### config.mk
export PLATFORM = sky130hd
export DESIGN_NAME = crc_encoder_flat
export DESIGN_NICKNAME = d
export VERILOG_FILES = /design/src/rtl/crc_encoder_if.sv /design/src/rtl/crc_encoder.sv /design/src/flat_wrapper.sv
export SDC_FILE = /design/constraint.sdc
export NUM_CORES = 1
export LEC_CHECK = 0
export ABC_AREA = 1
export BUFFER_PORTS_ARGS = -buffer_cell sky130_fd_sc_hd__buf_2
export CAP_MARGIN = 10
export CORE_AREA = 2 2 83 85
export CTS_CLUSTER_DIAMETER = 150
export DETAILED_ROUTE_END_ITERATION = 12
export DIE_AREA = 0 0 85 87
export HOLD_SLACK_MARGIN = 0.02
export PLACE_DENSITY = 0.49
export SLEW_MARGIN = 20
export SYNTH_ARGS = -nofsm -noshare
export SYNTH_HDL_FRONTEND = slang
export SYNTH_SLANG_ARGS = --single-unit
### constraint.sdc
create_clock -name Clk -period 1.5 [get_ports Clk]
set_clock_uncertainty 0.1 [all_clocks]
set_input_delay 0.075 -clock Clk [delete_from_list [all_inputs] [get_ports Clk]]
set_output_delay 0.075 -clock Clk [all_outputs]
set_load 0.02 [all_outputs]
### src/rtl/crc_encoder_if.sv
// rtl/crc_encoder_if.sv - handshake bundle for crc_encoder (inject_err present when CRC_ERR_INJECT_EN is defined)
interface crc_encoder_if #(
    parameter int N = 11,
    parameter int M = 5
) ();
    logic             in_valid;
    logic             in_ready;
    logic [N-1:0]     data_in;
    logic [M-1:0]     polynomial;
    logic             out_valid;
    logic             out_ready;
    logic [N+M-2:0]   encoded_data;
`ifdef CRC_ERR_INJECT_EN
    logic             inject_err;

    modport slave (
        input  in_valid, data_in, polynomial, out_ready, inject_err,
        output in_ready, out_valid, encoded_data
    );
    modport master (
        output in_valid, data_in, polynomial, out_ready, inject_err,
        input  in_ready, out_valid, encoded_data
    );
`else
    modport slave (
        input  in_valid, data_in, polynomial, out_ready,
        output in_ready, out_valid, encoded_data
    );
    modport master (
        output in_valid, data_in, polynomial, out_ready,
        input  in_ready, out_valid, encoded_data
    );
`endif
endinterface

### src/rtl/crc_encoder.sv
// rtl/crc_encoder.sv - bit-serial CRC encoder producing {data, crc}; CRC_ERR_INJECT_EN adds a bit-0 error injector
module crc_encoder #(
    parameter int N = 11,
    parameter int M = 5
) (
    input  logic          Clk,
    input  logic          reset,
    crc_encoder_if.slave  bus
);
    localparam int W  = N + M - 1;
    localparam int CW = $clog2(N + 1);

    typedef enum logic [1:0] {IDLE, SHIFT, DONE} state_t;

    state_t          state, state_next;
    logic [CW-1:0]   count;
    logic [W-1:0]    sr;
    logic [W-1:0]    sr_step;
    logic [N-1:0]    data_q;
    logic [M-1:0]    poly_q;
    logic [W-1:0]    enc_q;
    logic            last_step;
`ifdef CRC_ERR_INJECT_EN
    logic            inj_q;
`endif

    // One long-division step: subtract the aligned polynomial when the top bit is set, then shift.
    assign sr_step   = sr[W-1] ? ((sr ^ {poly_q, {(N-1){1'b0}}}) << 1) : (sr << 1);
    assign last_step = (count == CW'(N - 1));
    assign bus.encoded_data = enc_q;

    always_ff @(posedge Clk) begin
        if (reset)
            state <= IDLE;
        else
            state <= state_next;
    end

    always_comb begin
        state_next    = state;
        bus.in_ready  = 1'b0;
        bus.out_valid = 1'b0;
        case (state)
            IDLE: begin
                bus.in_ready = 1'b1;
                if (bus.in_valid)
                    state_next = SHIFT;
            end
            SHIFT: begin
                if (last_step)
                    state_next = DONE;
            end
            DONE: begin
                bus.out_valid = 1'b1;
                if (bus.out_ready)
                    state_next = IDLE;
            end
            default: state_next = IDLE;
        endcase
    end

    always_ff @(posedge Clk) begin
        if (reset) begin
            count  <= '0;
            sr     <= '0;
            data_q <= '0;
            poly_q <= '0;
            enc_q  <= '0;
`ifdef CRC_ERR_INJECT_EN
            inj_q  <= 1'b0;
`endif
        end else begin
            case (state)
                IDLE: begin
                    if (bus.in_valid) begin
                        data_q <= bus.data_in;
                        poly_q <= bus.polynomial;
                        sr     <= {bus.data_in, {(M-1){1'b0}}};
                        count  <= '0;
`ifdef CRC_ERR_INJECT_EN
                        inj_q  <= bus.inject_err;
`endif
                    end
                end
                SHIFT: begin
                    sr    <= sr_step;
                    count <= count + CW'(1);
                    // After the N-th step the remainder sits in the top M-1 bits of the shifted register.
                    if (last_step) begin
`ifdef CRC_ERR_INJECT_EN
                        enc_q <= {data_q, sr_step[W-1:N]} ^ W'(inj_q);
`else
                        enc_q <= {data_q, sr_step[W-1:N]};
`endif
                    end
                end
                default: ;
            endcase
        end
    end
endmodule

### src/flat_wrapper.sv
// flat-port wrapper written by rule: the top's interface ports become plain ports
module crc_encoder_flat 
#(
    parameter int N = 11,
    parameter int M = 5
)
  (Clk, reset, bus_in_valid, bus_data_in, bus_polynomial, bus_out_ready, bus_in_ready, bus_out_valid, bus_encoded_data);
  crc_encoder_if #(.N(N), .M(M)) bus_i ();
  input  logic Clk;
  input  logic reset;
  input wire logic [$bits(bus_i.in_valid)-1:0] bus_in_valid;
  input wire logic [$bits(bus_i.data_in)-1:0] bus_data_in;
  input wire logic [$bits(bus_i.polynomial)-1:0] bus_polynomial;
  input wire logic [$bits(bus_i.out_ready)-1:0] bus_out_ready;
  output wire logic [$bits(bus_i.in_ready)-1:0] bus_in_ready;
  output wire logic [$bits(bus_i.out_valid)-1:0] bus_out_valid;
  output wire logic [$bits(bus_i.encoded_data)-1:0] bus_encoded_data;
  assign bus_i.in_valid = bus_in_valid;
  assign bus_i.data_in = bus_data_in;
  assign bus_i.polynomial = bus_polynomial;
  assign bus_i.out_ready = bus_out_ready;
  assign bus_in_ready = bus_i.in_ready;
  assign bus_out_valid = bus_i.out_valid;
  assign bus_encoded_data = bus_i.encoded_data;
  crc_encoder #(.N(N), .M(M)) u_core (.Clk(Clk), .reset(reset), .bus(bus_i));
endmodule
==> metrics.txt, run 1 <==
clock slew at the register clock pins of the worst setup and hold paths approximately 0.09 ns; Initial Utilization 29.1%; Sw Share around a quarter; Simple-Gate Fraction of Synth Area between 30% and 40%; Syn Area/Cell 7.46 um2; most common cell after layout, fill and taps aside nand2_1; final number of hold-violating endpoints 0; TritonCTS buffer count 5; Seq/Total Area, Yosys approximately half; # clock sinks between 40 and 50; Post-DP Area between 2000 and 2500 um2; Area growth syn-to-layout 29.3%; Synthesized Nets 278; outcome completed; first-pass GRT wire length between 7000 and 8000 um; Compound-Gate Fraction of Synth Area between 10% and 20%; Crit path arrival time approximately 1.5 ns; share of cells above drive strength 1 between 20% and 30%; Tcrit/Tclk final around 90%; Critical Path End Type register; vias in the first global route approximately 1600; die width roughly 85 um; nets about 340; CP max FO 6; Final Setup Violations 0; Synth Area in Adders 1.31%; leak pwr 1.11 nW; DRT Pass-1 Iters 4; Power Dens Cells around 1000 nW/um2; unique cell type count in the Yosys netlist 19; Peak VDD IR approximately 0.35 mV; largest net degree at the start of global routing 26; Power Total 2.46 mW; xor/xnor cell area share of the yosys netlist 0%; pins over their slew limit 0; CP Class register to register; startpoint types register; Site Rows 30; maxcap violations 0; FILL cells between 700 and 800; final RePlAce weighted congestion about 0.78; CTS root buf clkbuf_8; sequential cell fraction of total power between 50% and 60%; n_diodes 0; Congestion Overflow GR 0; DRC errors left 0; Sw Pwr just over 0.6 mW; YS warnings 0; detailed router's first-iteration violation count around 110; RSZ-0062 raised after global routing false; # IOs 37; Fmax 742 MHz; setup_tns 0 ns; power share of the combinational group a little under an eighth; mux cell area share after synthesis 0%; Hold Crit Class input port to register; CTS max path bufs 2; CTS H-tree lvls 2; WP data required approximately 1.6 ns; Vias ~1800; Syn Inst Count 256; post-DP HPWL approximately 3200 um; Slew @ Worst Pin about 0.28 ns; Chip Height 87 um; final instance area ~2500 um2; core area 6570 um2; Clock Latency Late Sink ~0.3 ns; full die area 7400 um2; clock power share approximately a third; Hold WS about 0.012 ns; largest family of logic cells by synthesized area simple AND/OR/NAND/NOR gates; WL per Instance 11.9 um; register bit total from synthesis 47; drt total wl approximately 4700 um; commonest cells after routing, fill and taps aside nand2_1, dfxtp_1, nor2_1; post-route insts no fill between 300 and 400; Internal around 1.8 mW; Syn Std Cell Area roughly 1900 um2; CTS tree done; Slew HR between 80% and 90%; Tmin final 1.35 ns; gr usage total approximately an eighth; initial antenna violation count 0; Cells after DPL 369; vias per inst 4.48; port buffer count 35; remaining antenna violation count 0
[routing by layer]
layer | up-vias | wire (um) | global-route usage, %
met3 | 5 | 129 | 2.75
met5 | - | 0 | 0
met1 | 798 | 2370 | 18.1
li1 | 937 | - | -
met2 | 27 | 2120 | 20.4
met4 | 0 | 57 | 4.04
[power by group through the flow]
stage,Sequential (mW),Clock (mW),Combinational (mW)
after floorplan,1.35,0,0.171
after global placement,1.36,0,0.247
after detailed placement,1.36,0,0.248
after CTS,1.34,0.873,0.278
after global routing,1.34,0.936,0.316
final,1.34,0.846,0.279
[logic make-up (layout without fill, tap and decap cells)]
group	count (synthesis)	after routing
AOI/OAI and AO/OA	40	40
adders and majority gates	2	2
buffers and inverters	28	85
DFF	47	47
and+or+nand+nor	139	140
[cells in the mapped netlist]
cell type  instances  area (um2)
nor2_4             2        22.5
o21ai_2            1        8.76
buf_2              4        20.0
dfxtp_1           47         941
o21ai_1            6        30.0
buf_4              2        15.0
nand3_1           31         155
a21oi_1           20         100
and2_1             6        37.5
nand2_1           55         206
clkbuf_1           4        15.0
nand2_2            2        12.5
or2_2              2        12.5
buf_6              3        33.8
nor2_1            41         154
ha_1               2        25.0
inv_2              3        11.3
o21ai_0           13        65.1
inv_1             12        45.0
[state kept, by name, indices dropped and copies added (netlist names)]
name                     flops
u_core.count                 4
u_core.state                 2
u_core.poly_q                4
u_core.bus.encoded_data     15
u_core.sr                   11
u_core.data_q               11
[final timing paths]
check / cells past startpoint / slack (ns) / start / endpoint
hold / removal: 3 / 0.01 / bus_data_in[8] / u_core.data_q[8]$_SDFFE_PP0P_
hold reg to reg: 2 / 0.36 / u_core.data_q[4]$_SDFFE_PP0P_ / u_core.data_q[4]$_SDFFE_PP0P_
setup / recovery: 8 / 0.15 / u_core.count[0]$_SDFFE_PP0P_ / u_core.bus.encoded_data[0]$_SDFFE_PP0P_
setup reg to reg: 8 / 0.15 / u_core.count[0]$_SDFFE_PP0P_ / u_core.bus.encoded_data[0]$_SDFFE_PP0P_
[stage by stage]
| stage | util (%) | worst slack [ns] |
|---|---|---|
| after CTS | 37.1 | 0.0574 |
| after global routing | 37.6 | 0.0193 |
| after global placement | 33.3 | 0.0911 |
| final | 37.6 | 0.151 |
| after detailed placement | 33.3 | 0.0671 |
| after floorplan | - | 0.235 |
[critical path, cell delays in order, from the launching register on]
cell and delay, ns:
dfxtp_1 0.31, inv_1 0.06, ha_1 0.16, nand3_1 0.14
nor2_4 0.18, buf_4 0.16, nand2_1 0.05, nand2_1 0.05
nor2_1 0.04
[layout make-up]
cell class / count / area [um2] / share of cell area (%)
Timing Repair Buffer: 62 / 419 / 17.0
Multi-Input combinational cell: 182 / 851 / 34.4
Clock inverter: 1 / 7.51 / 0.304
Clock buffer: 7 / 96.3 / 3.90
Inverter: 15 / 56.3 / 2.28
Sequential cell: 47 / 941 / 38.1
Tap cell: 80 / 100 / 4.05
[timing repair]
item	in CTS	in global routing
endpoints found under the setup margin	0	16
gates resized for setup	0	6
hold buffers	15	0
buffers inserted	0	1
endpoints found under the hold margin	16	0
(Power assumes the default switching activity.)
==> run 2, diff against run 1 <==
--- a/config.mk
+++ b/config.mk
@@ -7,14 +7,13 @@
 export LEC_CHECK = 0
 export ABC_AREA = 1
 export BUFFER_PORTS_ARGS = -buffer_cell sky130_fd_sc_hd__buf_2
-export CAP_MARGIN = 10
+export CAP_MARGIN = 5
 export CORE_AREA = 2 2 83 85
 export CTS_CLUSTER_DIAMETER = 150
 export DETAILED_ROUTE_END_ITERATION = 12
 export DIE_AREA = 0 0 85 87
 export HOLD_SLACK_MARGIN = 0.02
-export PLACE_DENSITY = 0.49
-export SLEW_MARGIN = 20
+export PLACE_DENSITY = 0.59
 export SYNTH_ARGS = -nofsm -noshare
 export SYNTH_HDL_FRONTEND = slang
 export SYNTH_SLANG_ARGS = --single-unit
==> metrics.txt, run 2 (same netlist as run 1, synthesis figures left out) <==
nets 330 (-1.5%); Cells after DPL 365 (-1.1%); remaining antenna violation count 0 (unchanged); Chip Height 87 um (unchanged); largest net degree at the start of global routing 32 (+23%); clock slew at the register clock pins of the worst setup and hold paths 0.08 ns (about the same); WP data required 1.59 ns (-0.02 ns); Fmax 710 MHz (-4.3%); n_diodes 0 (unchanged); DRT Pass-1 Iters 5 (+1); Critical Path End Type register; power share of the combinational group 11.6% (+0.3 points); vias per inst 4.52 (+0.77%); commonest cells after routing, fill and taps aside nand2_1, dfxtp_1, nor2_1; CTS tree done; core area 6570 um2 (unchanged); Initial Utilization 29.1% (unchanged); CTS max path bufs 2 (unchanged); Slew HR 80.7% (-0.62 points); Area growth syn-to-layout 30.3%; post-route insts no fill 389 (-1.3%); Tmin final 1.41 ns (+0.0605 ns); share of cells above drive strength 1 21.7% (+0.027 points); hold path cells 3 (unchanged); full die area 7400 um2 (unchanged); leak pwr 1.11 nW (-0.20%); setup_tns 0 ns (unchanged); CTS H-tree lvls 2 (unchanged); Congestion Overflow GR 0 (unchanged); Tcrit/Tclk final 93.9% (+4.0 points); initial antenna violation count 0 (unchanged); Hold Crit Class input port to register; first-pass GRT wire length 7320 um (-3.7%); Power Dens Cells 981 nW/um2 (-1.6%); die width 85 um (unchanged); CTS root buf clkbuf_8; DRC errors left 0 (unchanged); final number of hold-violating endpoints 0 (unchanged); CP Class register to register; Reg2Reg Depth 7 (-1); Vias 1758 (-0.51%); CP max FO 8 (+2); port buffer count 35 (unchanged); WL per Instance 11.6 um (-2.5%); sequential cell fraction of total power 54.8% (+0.5 points); R2R Setup Slk 0.09 ns (-0.06 ns); pins over their slew limit 0 (unchanged); maxcap violations 0 (unchanged); startpoint types register; Largest register FFs 15 (unchanged); Peak VDD IR 0.466 mV (+32%); Place WS 0.0219 ns (-0.0452 ns); Clock Latency Late Sink 0.30 ns (about the same); detailed router's first-iteration violation count 68 (-40%); outcome completed; Hold WS 0.0248 ns (+0.0130 ns); Internal 1.85 mW (+0.30%); Sw Share 24.2% (-0.87 points); Crit path arrival time 1.50 ns (+0.05 ns); most common cell after layout, fill and taps aside nand2_1; # clock sinks 47 (unchanged); Sw Pwr 0.591 mW (-4.3%); Final WS setup 0.0910 ns (-0.0605 ns); vias in the first global route 1605 (-2.3%); drt total wl 4510 um (-3.7%); Final Setup Violations 0 (unchanged); TritonCTS buffer count 5 (unchanged); clock power share 33.6% (-0.8 points); Slew @ Worst Pin 0.289 ns (+0.0102 ns); # IOs 37 (unchanged); Site Rows 30 (unchanged); post-DP HPWL 2950 um (-6.4%); final RePlAce weighted congestion 0.750 (-3.4%); gr usage total 12.6% (-0.48 points)
==> run 2: changes by cell type in the layout (fill, tap and decap cells not counted), sizes merged <==
| cell | previous run | this run |
|---|---|---|
| buf | 47 | 42 |
| clkbuf | 7 | 8 |
| clkinvlp | 1 | 0 |
==> run 2: power groups by stage <==
stage	Clock [mW]	Combinational, mW	Sequential (mW)
after floorplan	0	0.171	1.35
after global placement	0	0.244	1.36
after detailed placement	0	0.248	1.36
after CTS	0.845	0.281	1.34
after global routing	0.900	0.319	1.35
final	0.819	0.283	1.34
==> run 2: per-stage QoR <==
stage | area [um2] | utilization (%) | power, mW
after CTS | 2450 | 37.3 | 2.46
after global placement | 2190 | 33.4 | 1.61
after global routing | 2490 | 37.9 | 2.56
after floorplan | 1910 | - | 1.52
after detailed placement | 2190 | 33.4 | 1.61
final | 2490 | 37.9 | 2.44
==> run 2: routing by layer <==
layer  GRT usage (%)  vias up  part of all wire (%)
li1                -      925                     -
met2            20.4       35                    46
met1            16.2      794                    48
met3            4.55        4                   4.6
met4            2.60        0                  0.64
met5               0        -                     0
==> run 2: timing repair <==
action	in CTS	in global routing
endpoints found under the hold margin	16	0
pin swaps	0	2
buffers inserted	0	0
setup endpoints to repair	1	14
gates resized for setup	2	13
cloned	0	1
hold buffers	15	0
==> run 2: critical path, cell delays in order (launching register included) <==
cell and delay, ns:
dfxtp_2 0.34, inv_1 0.08, ha_2 0.20, nand2_2 0.07
nor2_4 0.18, nand2_4 0.12, o21ai_0 0.16, nor2_1 0.05
==> run 2: cell type report <==
class | instances | area (um2)
Fill cell | 707 | 4080
Sequential cell | 47 | 942
Multi-Input combinational cell | 182 | 875
Timing Repair Buffer | 57 | 415
Clock buffer | 8 | 100
Tap cell | 80 | 100
Inverter | 15 | 56.3
==> run 2: final timing paths <==
| check | startpoint | end |
|---|---|---|
| setup reg to reg | u_core.count[0]$_SDFFE_PP0P_ | u_core.bus.encoded_data[14]$_SDFFE_PP0P_ |
| hold reg to reg | u_core.data_q[9]$_SDFFE_PP0P_ | u_core.data_q[9]$_SDFFE_PP0P_ |
| hold / removal | bus_data_in[9] | u_core.data_q[9]$_SDFFE_PP0P_ |
| setup / recovery | u_core.count[0]$_SDFFE_PP0P_ | u_core.bus.encoded_data[14]$_SDFFE_PP0P_ |
==> run 3, diff against run 2 <==
==> constraint.sdc (replaced) <==
create_clock -name Clk -period 1.5 [get_ports Clk]
set_clock_uncertainty 0.1 [all_clocks]
set_input_delay 0.3 -clock Clk [delete_from_list [all_inputs] [get_ports Clk]]
set_output_delay 0.3 -clock Clk [all_outputs]
set_load 0.02 [all_outputs]
==> metrics.txt, run 3 (same netlist as run 1, synthesis figures left out) <==
initial antenna violation count 0 (unchanged); Reg area 947 um2 (+0.53%); outcome completed; Hold Crit Class input port to register; Sw Share 23.6% (-0.66 points); Sw Pwr 0.600 mW (+1.6%); Final Setup Violations 0 (unchanged); Area growth syn-to-layout 24.2%; die width 85 um (unchanged); Crit path arrival time 1.06 ns (-0.44 ns); multi-input logic area 858 um2 (-1.9%); Clock Latency Late Sink 0.29 ns (about the same); maxcap violations 0 (unchanged); RSZ-0062 raised after global routing true; WL per Instance 11.7 um (+0.71%); WP data required 1.10 ns (-0.49 ns); cts hold-fix bufs 0 (-15); Fmax 683 MHz (-3.7%); CP Class register to primary output; Vias 1699 (-3.4%); Slew @ Worst Pin 0.284 ns (-0.00511 ns); Initial Utilization 29.1% (unchanged); Final Util 36.1% (-1.8 points); Chip Height 87 um (unchanged); CTS H-tree lvls 2 (unchanged); share of cells above drive strength 1 23.6% (+1.9 points); nets 318 (-3.6%); core area 6570 um2 (unchanged); clock power share 37.4% (+3.8 points); final number of hold-violating endpoints 0 (unchanged); Congestion Overflow GR 0 (unchanged); final RePlAce weighted congestion 0.794 (+5.9%); commonest cells after routing, fill and taps aside nand2_1, dfxtp_1, nor2_1; Peak VDD IR 0.422 mV (-9.4%); Internal 1.95 mW (+5.3%); first-pass GRT wire length 7450 um (+1.8%); n_diodes 0 (unchanged); CTS max path bufs 2 (unchanged); Final WS setup 0.0367 ns (-0.0542 ns); clock slew at the register clock pins of the worst setup and hold paths 0.08 ns (about the same); final instance area 2370 um2 (-4.7%); CP max FO 4 (-4); Slew HR 81.0% (+0.32 points); setup_tns 0 ns (unchanged); full die area 7400 um2 (unchanged); Site Rows 30 (unchanged); CTS root buf clkbuf_8; vias per inst 4.51 (-0.28%); post-DP HPWL 2970 um (+0.73%); # clock sinks 47 (unchanged); detailed router's first-iteration violation count 64 (-5.9%); Place WS 0.0395 ns (+0.0176 ns); # IOs 37 (unchanged); leak pwr 1.06 nW (-4.2%); port buffer count 35 (unchanged); DRC errors left 0 (unchanged); Tcrit/Tclk final 97.6% (+3.6 points); largest net degree at the start of global routing 32 (unchanged); most common cell after layout, fill and taps aside nand2_1; vias in the first global route 1685 (+5.0%); CTS tree done; FILL cells 696 (-1.6%); Power Dens Cells 1070 nW/um2 (+9.5%); drt total wl 4400 um (-2.4%); Post-DP Area 2210 um2 (+0.69%); Tmin final 1.46 ns (+0.0542 ns); DRT Pass-1 Iters 4 (-1); Largest register FFs 15 (unchanged); sequential cell fraction of total power 52.6% (-2.2 points); TritonCTS buffer count 5 (unchanged); power share of the combinational group 10.0% (-1.6 points); startpoint types register; pins over their slew limit 0 (unchanged); Critical Path End Type primary output; remaining antenna violation count 0 (unchanged); gr usage total 12.6% (+0.055 points)
==> run 3: cell types whose count changed in the layout (fill, tap and decap cells not counted), sizes merged <==
cell	delta
buf	+3
dlygate4sd3	-15
clkinv	+1
clkbuf	-2
bufinv	+1
==> run 3: final cells by class <==
class,instances,area share (%)
clock buffers,6,3.48
clock inverters,2,1.48
inverters,15,2.37
multi-input cells,182,36.2
flip-flops and latches,47,39.9
well taps,80,4.22
repair buffers,45,12.3
==> run 3: final timing paths <==
check,start,cells after the start,slack (ns),end
hold / removal,bus_out_ready,4,0.15,u_core.state[1]$_SDFFE_PP0P_
setup reg to reg,u_core.count[0]$_SDFFE_PP0P_,7,0.13,u_core.bus.encoded_data[1]$_SDFFE_PP0P_
setup / recovery,u_core.state[1]$_SDFFE_PP0P_,3,0.04,bus_in_ready
hold reg to reg,u_core.data_q[7]$_SDFFE_PP0P_,2,0.36,u_core.data_q[7]$_SDFFE_PP0P_
==> run 3: routing by layer <==
| metal | part of all wire, % | vias to the layer above | global-route usage, % |
|---|---|---|---|
| li1 | - | 905 | - |
| met1 | 47 | 748 | 15.7 |
| met2 | 46 | 42 | 21.5 |
| met3 | 6.3 | 4 | 3.22 |
| met4 | 0.32 | 0 | 4.04 |
| met5 | 0 | - | 0 |
==> run 3: critical path, stage by stage, from the launching register on <==
cell and delay (ns):
dfxtp_2 0.36, nor2_4 0.14, buf_4 0.14, buf_4 0.13
==> run 3: power by group through the flow <==
stage          registers [mW]  clock network [mW]  logic, mW
2_1_floorplan            1.35                   0      0.171
3_3_place_gp             1.36                   0      0.248
3_5_place_dp             1.37                   0      0.252
4_1_cts                  1.34               0.984      0.254
5_1_grt                  1.35                1.04      0.292
6_report                 1.34               0.954      0.254
==> run 3: timing repair <==
action	4_1_cts	5_1_grt
buffers inserted	0	1
endpoints found under the setup margin	1	16
gates cloned	0	1
pin swaps	0	1
resized for setup	4	11
==> run 3: metrics by stage <==
stage	total power, mW	std cells	hold slack [ns]
after floorplan	1.52	256	0.336
after global placement	1.61	367	0.345
after detailed placement	1.62	367	0.348
after CTS	2.58	375	0.142
after global routing	2.68	377	0.167
final	2.55	377	0.150
